`src/rtl/clock_monitor_pkg.sv`:
```
// Shared definitions for the clock supervisor: FSM encoding, default timing
// constants and the frequency tolerance test.
package clock_monitor_pkg;

  typedef enum logic [2:0] {
    ST_WAIT_LOCK = 3'd0,
    ST_SETTLE    = 3'd1,
    ST_MEASURE   = 3'd2,
    ST_RUN       = 3'd3,
    ST_FAULT     = 3'd4
  } state_t;

  localparam int WINDOW_CYCLES_DEF  = 1000;
  localparam int EXPECTED_EDGES_DEF = 50;
  localparam int TOLERANCE_DEF      = 2;
  localparam int SETTLE_CYCLES_DEF  = 64;
  localparam int CNT_W_DEF          = 8;

  // |count - expected| <= tol, evaluated on plain integers
  function automatic logic in_tolerance(input int count, input int expected, input int tol);
    int diff;
    diff = count - expected;
    if (diff < 0) diff = -diff;
    return (diff <= tol);
  endfunction

endpackage

```
`src/rtl/clock_monitor_edge_sync_detect.sv`:
```
// Two-flop synchronizer plus one history flop; emits a one-cycle pulse on each
// rising edge of an asynchronous input sampled as data.
module clock_monitor_edge_sync_detect (
  input  logic clk,
  input  logic reset,
  input  logic din,
  output logic rise
);

  // [0] = first sync stage, [1] = second sync stage, [2] = edge history
  logic [2:0] sync_reg;

  always_ff @(posedge clk or negedge reset) begin
    if (!reset) begin
      sync_reg <= '0;
    end else begin
      sync_reg <= {sync_reg[1:0], din};
    end
  end

  assign rise = sync_reg[1] & ~sync_reg[2];

endmodule

```
`src/rtl/clock_monitor.sv`:
```
// Supervises a generated clock and its lock flag: sequences the downstream
// reset release and keeps checking the edge rate per measurement window.
module clock_monitor
  import clock_monitor_pkg::*;
#(
  parameter int WINDOW_CYCLES  = WINDOW_CYCLES_DEF,
  parameter int EXPECTED_EDGES = EXPECTED_EDGES_DEF,
  parameter int TOLERANCE      = TOLERANCE_DEF,
  parameter int SETTLE_CYCLES  = SETTLE_CYCLES_DEF,
  parameter int CNT_W          = CNT_W_DEF
) (
  input  logic             clk,
  input  logic             reset,
  input  logic             mon_clk,
  input  logic             locked,
  input  logic             clear_fault,
  output logic             sys_rst,
  output logic             clk_ok,
  output logic             fault,
  output logic             meas_valid,
  output logic [CNT_W-1:0] edge_count
);

  localparam int WIN_W = (WINDOW_CYCLES > 1) ? $clog2(WINDOW_CYCLES) : 1;
  localparam int SET_W = (SETTLE_CYCLES > 1) ? $clog2(SETTLE_CYCLES) : 1;
  localparam logic [WIN_W-1:0] WIN_LAST = WIN_W'(WINDOW_CYCLES - 1);
  localparam logic [SET_W-1:0] SET_LAST = SET_W'(SETTLE_CYCLES - 1);
  localparam logic [CNT_W-1:0] CNT_MAX  = '1;

  state_t           state_reg, state_next;
  logic [SET_W-1:0] settle_cnt_reg, settle_cnt_next;
  logic [WIN_W-1:0] win_cnt_reg, win_cnt_next;
  logic [CNT_W-1:0] edge_cnt_reg, edge_cnt_next;
  logic [CNT_W-1:0] edge_count_reg, edge_count_next;
  logic             meas_valid_reg, meas_valid_next;
  logic             sys_rst_reg, sys_rst_next;
  logic             clk_ok_reg, clk_ok_next;
  logic             fault_reg, fault_next;

  logic             rise;
  logic [CNT_W-1:0] edge_total;
  logic             win_done;
  logic             result_ok;

  clock_monitor_edge_sync_detect u_mon_sync (
    .clk   (clk),
    .reset (reset),
    .din   (mon_clk),
    .rise  (rise)
  );

  // Running count including this cycle's edge, pinned at the top value
  assign edge_total = (edge_cnt_reg == CNT_MAX) ? CNT_MAX : edge_cnt_reg + CNT_W'(rise);
  assign win_done   = (win_cnt_reg == WIN_LAST);
  assign result_ok  = in_tolerance(int'(edge_total), EXPECTED_EDGES, TOLERANCE);

  always_comb begin
    state_next      = state_reg;
    settle_cnt_next = settle_cnt_reg;
    win_cnt_next    = win_cnt_reg;
    edge_cnt_next   = edge_cnt_reg;
    edge_count_next = edge_count_reg;
    meas_valid_next = 1'b0;

    // Loss of lock beats every other event, including a window result
    if ((state_reg != ST_WAIT_LOCK) && !locked) begin
      state_next = ST_WAIT_LOCK;
    end else begin
      unique case (state_reg)
        ST_WAIT_LOCK: begin
          if (locked) begin
            state_next      = ST_SETTLE;
            settle_cnt_next = '0;
          end
        end
        ST_SETTLE: begin
          if (settle_cnt_reg == SET_LAST) begin
            state_next    = ST_MEASURE;
            win_cnt_next  = '0;
            edge_cnt_next = '0;
          end else begin
            settle_cnt_next = settle_cnt_reg + SET_W'(1);
          end
        end
        ST_MEASURE, ST_RUN: begin
          if (win_done) begin
            win_cnt_next    = '0;
            edge_cnt_next   = '0;
            edge_count_next = edge_total;
            meas_valid_next = 1'b1;
            state_next      = result_ok ? ST_RUN : ST_FAULT;
          end else begin
            win_cnt_next  = win_cnt_reg + WIN_W'(1);
            edge_cnt_next = edge_total;
          end
        end
        ST_FAULT: begin
          if (clear_fault) begin
            state_next      = ST_SETTLE;
            settle_cnt_next = '0;
          end
        end
        default: state_next = ST_WAIT_LOCK;
      endcase
    end

    // Status flags follow the state being entered so they align with meas_valid
    sys_rst_next = (state_next != ST_RUN);
    clk_ok_next  = (state_next == ST_RUN);
    fault_next   = (state_next == ST_FAULT);
  end

  always_ff @(posedge clk or negedge reset) begin
    if (!reset) begin
      state_reg      <= ST_WAIT_LOCK;
      settle_cnt_reg <= '0;
      win_cnt_reg    <= '0;
      edge_cnt_reg   <= '0;
      edge_count_reg <= '0;
      meas_valid_reg <= 1'b0;
      sys_rst_reg    <= 1'b1;
      clk_ok_reg     <= 1'b0;
      fault_reg      <= 1'b0;
    end else begin
      state_reg      <= state_next;
      settle_cnt_reg <= settle_cnt_next;
      win_cnt_reg    <= win_cnt_next;
      edge_cnt_reg   <= edge_cnt_next;
      edge_count_reg <= edge_count_next;
      meas_valid_reg <= meas_valid_next;
      sys_rst_reg    <= sys_rst_next;
      clk_ok_reg     <= clk_ok_next;
      fault_reg      <= fault_next;
    end
  end

  assign sys_rst    = sys_rst_reg;
  assign clk_ok     = clk_ok_reg;
  assign fault      = fault_reg;
  assign meas_valid = meas_valid_reg;
  assign edge_count = edge_count_reg;

endmodule

```
`config.mk`:
```
export PLATFORM = sky130hd
export DESIGN_NAME = clock_monitor
export DESIGN_NICKNAME = d
export VERILOG_FILES = /design/src/rtl/clock_monitor_pkg.sv /design/src/rtl/clock_monitor_edge_sync_detect.sv /design/src/rtl/clock_monitor.sv
export SDC_FILE = /design/constraint.sdc
export NUM_CORES = 1
export LEC_CHECK = 0
export CAP_MARGIN = 40
export CORE_ASPECT_RATIO = 2
export CORE_MARGIN = 4
export CORE_UTILIZATION = 42
export CTS_BUF_LIST = sky130_fd_sc_hd__clkbuf_8
export CTS_CLUSTER_SIZE = 10
export DETAILED_ROUTE_END_ITERATION = 10
export PLACE_DENSITY_LB_ADDON = 0.3
export SLEW_MARGIN = 20
export SYNTH_ARGS = -nofsm -noshare
export SYNTH_HDL_FRONTEND = slang
export SYNTH_SLANG_ARGS = --single-unit
```
`constraint.sdc`:
```
create_clock -name clk -period 6.9 [get_ports clk]
set_clock_uncertainty 0.05 [all_clocks]
set_input_delay 1.38 -clock clk [delete_from_list [all_inputs] [get_ports clk]]
set_output_delay 1.38 -clock clk [all_outputs]
set_load 0.01 [all_outputs]
```
==> summary.txt, run 1 <==
Worst rel slew slack: 53.37%
Worst path required time: 7.04 ns
Layout area overhead: 13.95%
Final setup violating endpoints: 0
Pwr dens: 189.2 nW/um2
Hold Vio Cnt, Final: 0
Number of flops mapped to enable cells by yosys: 0
P_leak: 1.271 nW
Max reg flops: 10
Warnings, synthesis: 0
Die height: 120.2 um
Routed wire length: 6380 um
Filler cells: 560
Num rows: 40
Post-CTS Resized: 0
CTS Buf Count: 5
Core ar.: 6056 um2
First-pass GRT wire length: 10670 um
Average cell area after synthesis: 8.787 um2
CP max stage delay: 0.40 ns
Clock period minus worst slack: 3.363 ns
Switching fraction of total power: 23.69%
Internal: 435.2 uW
Mapped Cells: 301
CP max FO: 6
Cell mode on critical path: ha_1
Clk slew on worst S/H paths: 0.09 ns
Crit Path Category: flip-flop to flip-flop
Final ANT Viol Nets: 0
FMAX: 297.3 MHz
Slowest CP cell: ha_1
Placed cell areas: 2872 um2
Outcome: finished clean
Final Core Density: 49.77%
Clock net sink count: 42
Seq pwr share: 47.0%
Post-CTS Setup Bufs: 0
Place WS: 3.530 ns
Antenna violations before repair: 0
Final Max Slew Viols: 0
Drt via density: 5.666
Initial drt markers: 90
Min-delay worst type: flip-flop to flip-flop
HPWL after detailed placement: 4758 um
Final Non-Filler Cells: 398
Switching power: 135.1 uW
Io pins: 17
CP Launch Type: flip-flop
Seq/Total Area, Yosys: 39.78%
Die ar.: 7709 um2
GRT Overall Usage: 17.71%
Hold WS: 0.3068 ns
Gate power share: 10.5%
CP endpoint kind: flip-flop
Setup TNS: 0 ns
Register bit count reported by yosys: 42
Worst-path cell chain: nor2b_1 -> ha_1 -> ha_1 -> nor2_1 -> ha_1 -> xor2_1 -> xnor2_1 -> o311ai_1 -> mux2i_2 -> o311ai_4 -> o21ba_1
Fin nets: 326
Fin area: 3014 um2
Via count: 2255
Final WS setup: 3.537 ns
Clock tree from TritonCTS: yes
Hold-fix buffers at CTS: 0
Clock share of power: 42.5%
Layout cells sized above 1: 11.15%
Predominant post-synthesis flop cell: dfrtp_1
Worst hold path depth: 0
Ys async rst share: 100.0%
Ant. Diodes: 0
Max rail drop VDD: 154.0 uV
Max-cap check violation count: 0
Worst Tran Pin Value: 0.6801 ns
Commonest non-fill, non-tap cell in the layout: nand2_1
GRT overflow: 0
Skew-Pair Late Insertion Delay: 0.30 ns
Clock buffer depth: 2
Wirelength per Cell: 16.03 um
Routability Congestion: 0.8693
I/O Buffers: 16
First drt pass iteration count: 4
Largest net degree at the start of global routing: 26
Die width: 64.12 um
Crit share post-route: 48.74%
Cell count after placement: 390
Post-Syn Area: 2645 um2
Number of global-route vias before repair: 2270
H-Tree Level Count: 2
DRC errors left: 0
Worst Reg-to-Reg Cells: 11
Clk root buf: clkbuf_8
Most frequent cells in the layout: 44 x nand2_1, 41 x dfrtp_1, 35 x o21ai_0
Final Power: 570.2 uW
Net Count, Synth: 314
CP arrival: 3.50 ns
RSZ-0062 raised after global routing: false
Initial Utilization: 43.68%
Distinct cells, synth: 62
layout make-up:
cell class                      instances  area (um2)  share of cell area, %
Timing Repair Buffer                   18       182.7                  6.061
Sequential cell                        42        1052                  34.91
Clock buffer                            6       82.58                  2.740
Tap cell                               84       105.1                  3.487
Multi-Input combinational cell        239        1505                  49.94
Clock inverter                          2       60.06                  1.993
Inverter                                7       26.28                 0.8717
cell usage after synthesis, drive strengths merged (2+ instances only):
library cell  instances  area share [%]
nand3b                3            0.85
inv                   7            0.99
nand2                46             6.7
clkbuf                7            0.99
o31ai                 6             1.7
o21a                  2            0.57
xnor2                 4             1.3
nand2b                4            0.95
mux2i                 6             2.4
mux2                  2            0.99
nand4                 7             2.1
and2                  9             2.5
o22ai                 3            0.71
nor2b                 7             1.7
a21oi                 7             1.5
nor4                  4             1.2
a21o                  3            0.85
dfrtp                41              39
o21ai                40             7.6
and3                  5             1.2
buf                   6             1.3
a31o                  2            0.66
or2                   4            0.95
nor3                  4            0.76
a22o                  4             1.7
nand3                13             2.8
xor2                  4             1.3
o311ai                2             1.3
a32o                  2            0.76
o21ba                 2            0.76
nor2                 25             3.6
ha                    8             3.8
routing by layer:
| layer | GRT usage [%] | routed length (um) |
|---|---|---|
| met1 | 17.81 | 2380 |
| met3 | 2.509 | 168 |
| met5 | 0 | 0 |
| met4 | 11.26 | 310 |
| met2 | 32.92 | 3521 |
worst max-delay path: cells and delay by family, from the launching register on:
family / cells / cell delay, ns
fa+ha+maj: 3 / 1.00
xor+xnor: 2 / 0.31
flops: 1 / 0.38
compound gates: 3 / 0.72
simple gates: 2 / 0.46
mux: 1 / 0.32
logic make-up after synthesis:
family,after synthesis,share of synthesized area [%]
multiplexers,8,3.406
AO/OA/AOI/OAI,81,20.72
AND/OR/NAND/NOR,133,25.97
adder cells (fa/ha/maj),9,4.163
XOR/XNOR,8,2.649
buffers and inverters,20,3.311
flip-flops,42,39.78
power by group through the flow:
stage          Combinational, mW  Sequential (mW)  Clock (mW)
6_report                  0.0600            0.268       0.242
5_1_grt                   0.0716            0.270       0.258
4_1_cts                   0.0604            0.268       0.248
3_5_place_dp              0.0602            0.272           0
3_3_place_gp              0.0568            0.272           0
2_1_floorplan             0.0421            0.269           0
path summary, 6_finish.rpt:
| check | to | slack, ns | from |
|---|---|---|---|
| worst max-delay path | state_reg[2] | 3.54 | u_mon_sync.sync_reg[1] |
| worst min-delay path | u_mon_sync.sync_reg[1] | 0.31 | u_mon_sync.sync_reg[0] |
| worst max register to register | state_reg[2] | 3.54 | u_mon_sync.sync_reg[1] |
| worst min register to register | u_mon_sync.sync_reg[1] | 0.31 | u_mon_sync.sync_reg[0] |
| max in group asynchronous | sys_rst | 5.28 | reset |
| min in group asynchronous | u_mon_sync.sync_reg[1] | 0.96 | reset |
Power figures use the tool's default switching activity.
==> run 2, diff against run 1 <==
==> constraint.sdc (replaced) <==
create_clock -name clk -period 3.4 [get_ports clk]
set_clock_uncertainty 0.05 [all_clocks]
set_input_delay 0.68 -clock clk [delete_from_list [all_inputs] [get_ports clk]]
set_output_delay 0.68 -clock clk [all_outputs]
set_load 0.01 [all_outputs]
==> summary.txt, run 2 (synthesis results as in run 1) <==
Delay-heaviest family, CP: compound AO/OA/AOI/OAI gates
Commonest non-fill, non-tap cell in the layout: nand2_1
Via count: 2262
CP Launch Type: flip-flop
Crit. Startpoint: u_mon_sync.sync_reg[1]
Die ar.: 7709 um2
Initial Utilization: 43.68%
FMAX: 309.5 MHz
CP bufs+invs: 2
Max-cap check violation count: 0
Wirelength per Cell: 16.17 um
Drt via density: 5.544
Clock period minus worst slack: 3.231 ns
Core ar.: 6056 um2
Io pins: 17
Min-delay worst type: primary input to asynchronous set/reset pin
Die width: 64.12 um
Pwr dens: 332.8 nW/um2
Die height: 120.2 um
Routed wire length: 6597 um
CP arrival: 3.38 ns
CTS Buf Count: 5
Final Max Slew Viols: 0
Initial drt markers: 69
Number of global-route vias before repair: 2347
Clock buffer depth: 2
Critical Path Stages: 12
Crit share post-route: 95.03%
I/O Buffers: 16
Critical Path End: fault
Clk root buf: clkbuf_8
Fin nets: 336
Skew-Pair Late Insertion Delay: 0.31 ns
HPWL after detailed placement: 5008 um
Worst Reg-to-Reg Cells: 12
Clock net sink count: 42
Max reg flops: 10
Largest net degree at the start of global routing: 25
Outcome: finished clean
Cell mode on critical path: ha_1
DRC errors left: 0
Slowest CP cell: o311ai_1
RR Endpoint: fault
H-Tree Level Count: 2
First-pass GRT wire length: 11270 um
P_leak: 1.303 nW
Layout area overhead: 15.04%
Most frequent cells in the layout: 44 x nand2_1, 41 x dfrtp_1, 35 x o21ai_0
Worst r2r src: u_mon_sync.sync_reg[1]
Antenna violations before repair: 0
Clk slew on worst S/H paths: 0.09 ns
Num rows: 40
Cell count after placement: 400
RSZ-0062 raised after global routing: false
Routability Congestion: 0.8347
GRT Overall Usage: 18.75%
Final setup violating endpoints: 0
CP max stage delay: 0.41 ns
CP max FO: 6
Crit Path Category: flip-flop to flip-flop
CP endpoint kind: flip-flop
Final ANT Viol Nets: 0
GRT overflow: 0
Ant. Diodes: 0
Worst Tran Pin Value: 0.5758 ns
Max rail drop VDD: 292.5 uV
Worst-path cell chain: nor2b_1 -> ha_1 -> ha_1 -> buf_4 -> inv_2 -> mux2_4 -> a21oi_2 -> xor2_1 -> o311ai_1 -> mux2i_2 -> o311ai_4 -> o21ba_1
Hold Vio Cnt, Final: 0
First drt pass iteration count: 4
Reg-to-reg setup timing slack: 0.17 ns
Clock tree from TritonCTS: yes
Setup TNS: 0 ns
Worst path required time: 3.55 ns
Final Non-Filler Cells: 408
Worst rel slew slack: 60.51%
Layout cells sized above 1: 14.20%
run 2: where the power goes:
| part | total, mW | internal [mW] | switching [mW] |
|---|---|---|---|
| Sequential | 0.543 | 0.521 | 0.0225 |
| Clock | 0.346 | 0.161 | 0.185 |
| Combinational | 0.123 | 0.0523 | 0.0706 |
run 2: worst min path at each step:
stage / from / endpoint / slack (ns)
5_1_grt: reset / edge_count[4] / 0.30
3_3_place_gp: u_mon_sync.sync_reg[1] / u_mon_sync.sync_reg[2] / 0.30
4_1_cts: reset / win_cnt_reg[8] / 0.28
2_1_floorplan: u_mon_sync.sync_reg[0] / u_mon_sync.sync_reg[1] / 0.28
3_5_place_dp: u_mon_sync.sync_reg[1] / u_mon_sync.sync_reg[2] / 0.31
6_report: reset / edge_cnt_reg[1] / 0.26
run 2: routing by layer:
layer | GRT usage (%) | routed length (um) | up-vias
met2 | 36.42 | 3810 | 39
met4 | 10.20 | 234 | 0
li1 | - | - | 1119
met3 | 2.323 | 167 | 17
met5 | 0 | 0 | -
met1 | 18.39 | 2384 | 1087
run 2: final cells by class:
| type | instances | area, um2 |
|---|---|---|
| multi-input cells | 239 | 1510 |
| well taps | 84 | 105.1 |
| inverters | 7 | 26.28 |
| clock buffers | 6 | 82.58 |
| fillers | 586 | 3013 |
| repair buffers | 28 | 257.7 |
| flip-flops and latches | 42 | 1052 |
| clock inverters | 2 | 8.758 |
run 2: through the flow:
step	instance area (um2)	util (%)	hold WS [ns]	setup slack (ns)	power, mW
after floorplan	2645	-	0.2812	0.3204	0.6321
after global placement	2927	48.33	0.3010	0.2615	0.6702
after detailed placement	2947	48.66	0.3113	0.1777	0.6755
after CTS	3038	50.17	0.2752	0.1713	1.018
after global routing	3043	50.25	0.3013	0.009868	1.059
final	3043	50.25	0.2576	0.1691	1.013
run 2: worst reg2reg max path, cell delays in order (launching register included):
cell and delay (ns):
dfrtp_1 0.38, nor2b_1 0.13, ha_1 0.25, ha_1 0.37, buf_4 0.17, inv_2 0.06
mux2_4 0.30, a21oi_2 0.19, xor2_1 0.12, o311ai_1 0.41, mux2i_2 0.32, o311ai_4 0.17
o21ba_1 0.22
run 2: what timing repair did:
item / 4_1_cts / 5_1_grt
buffers inserted: 0 / 0
hold buffers: 0 / 0
endpoints found under the setup margin: 0 / 5
resized for setup: 0 / 2
endpoints found under the hold margin: 0 / 0
==> run 3, diff against run 2 <==
--- a/config.mk
+++ b/config.mk
@@ -7,7 +7,7 @@
 export LEC_CHECK = 0
 export CAP_MARGIN = 40
 export CORE_ASPECT_RATIO = 2
-export CORE_MARGIN = 4
+export CORE_MARGIN = 2
 export CORE_UTILIZATION = 42
 export CTS_BUF_LIST = sky130_fd_sc_hd__clkbuf_8
 export CTS_CLUSTER_SIZE = 10
==> summary.txt, run 3 (synthesis results as in run 1) <==
Outcome: finished clean
Clock buffer depth: 2
Setup TNS: 0 ns
Final Power: 1.043 mW
Min-delay worst type: primary input to asynchronous set/reset pin
Drt via density: 5.582
First drt pass iteration count: 4
Clock net sink count: 42
Max-cap check violation count: 0
DRC errors left: 0
Clock period minus worst slack: 3.214 ns
Cell count after placement: 399
Max reg flops: 10
Final setup violating endpoints: 0
Crit share post-route: 94.52%
Skew-Pair Late Insertion Delay: 0.31 ns
H-Tree Level Count: 2
CTS Buf Count: 5
Fin nets: 335
FMAX: 311.2 MHz
Largest net degree at the start of global routing: 23
Worst rel slew slack: 56.89%
P_leak: 1.316 nW
Initial Utilization: 43.68%
Hold WS: 0.2946 ns
HPWL after detailed placement: 4976 um
Num rows: 40
Final WS setup: 0.1865 ns
Final Core Density: 50.70%
Hold-fix buffers at CTS: 0
Routability Congestion: 0.8750
Fin area: 3070 um2
Met1 wire length: 2246 um
Die width: 60.12 um
Layout area overhead: 16.08%
Most frequent cells in the layout: 44 x nand2_1, 41 x dfrtp_1, 35 x o21ai_0
First-pass GRT wire length: 11180 um
Commonest non-fill, non-tap cell in the layout: nand2_1
CP Launch Type: flip-flop
Hold Vio Cnt, Final: 0
Die height: 116.2 um
Io pins: 17
Die ar.: 6987 um2
GRT Overall Usage: 21.51%
Place WS: 0.1664 ns
Core ar.: 6056 um2
Clock tree from TritonCTS: yes
Max rail drop VDD: 349.0 uV
Antenna violations before repair: 0
Final ANT Viol Nets: 0
Length of routed met2 wiring: 3685 um
Placed cell areas: 2947 um2
Ant. Diodes: 0
Pwr dens: 339.8 nW/um2
Post-CTS Resized: 0
Via count: 2272
RSZ-0062 raised after global routing: false
CP arrival: 3.34 ns
Highest metal used: met4
Layout cells sized above 1: 14.55%
Clk slew on worst S/H paths: 0.08 ns
CP endpoint kind: flip-flop
CP max FO: 6
Post-CTS Setup Bufs: 0
Worst Tran Pin Value: 0.6287 ns
Crit Path Category: flip-flop to flip-flop
Final Max Slew Viols: 0
Worst path required time: 3.53 ns
Number of global-route vias before repair: 2297
I/O Buffers: 16
Wirelength per Cell: 15.86 um
Routed wire length: 6455 um
Clk root buf: clkbuf_8
Filler cells: 562
Initial drt markers: 67
Final Non-Filler Cells: 407
GRT overflow: 0
DR WL met3: 199 um
[run 3: cell type report]
| type | instances | area [um2] | share of cell area, % |
|---|---|---|---|
| multi-input combinational | 239 | 1519 | 49.47 |
| sequential | 42 | 1052 | 34.27 |
| timing repair buffer | 27 | 257.7 | 8.394 |
| clock buffer | 8 | 110.1 | 3.586 |
| tap | 84 | 105.1 | 3.423 |
| inverter | 7 | 26.28 | 0.8557 |
[run 3: final timing paths]
kind | cells after the start | slack (ns) | to | startpoint
worst max-delay path | 12 | 0.19 | state_reg[1] | u_mon_sync.sync_reg[1]
worst min-delay path | 1 | 0.29 | edge_cnt_reg[4] | reset
worst max register to register | 12 | 0.19 | state_reg[1] | u_mon_sync.sync_reg[1]
worst min register to register | 0 | 0.34 | u_mon_sync.sync_reg[2] | u_mon_sync.sync_reg[1]
max in group asynchronous | 2 | 2.42 | sys_rst | reset
min in group clk | 0 | 0.34 | u_mon_sync.sync_reg[2] | u_mon_sync.sync_reg[1]
[run 3: worst max-delay path, cell delays in order, from the launching register on]
cell and delay, ns:
dfrtp_1 0.38, nor2b_1 0.13, ha_1 0.25, ha_1 0.37
buf_4 0.17, inv_2 0.06, mux2_4 0.30, a21oi_2 0.21
mux2i_2 0.37, a211oi_1 0.08, a31o_1 0.23, o311ai_4 0.34
o21ai_1 0.13
[run 3: metal layers]
metal	GRT usage [%]	vias to the layer above
met2	38.99	51
met4	12.59	0
li1	-	1112
met3	3.433	22
met1	22.18	1087
met5	0	-
[run 3: power breakdown]
part           switching (mW)  total, mW  internal (mW)
logic                  0.0698      0.119         0.0493
registers              0.0225      0.544          0.521
clock network           0.176      0.381          0.205
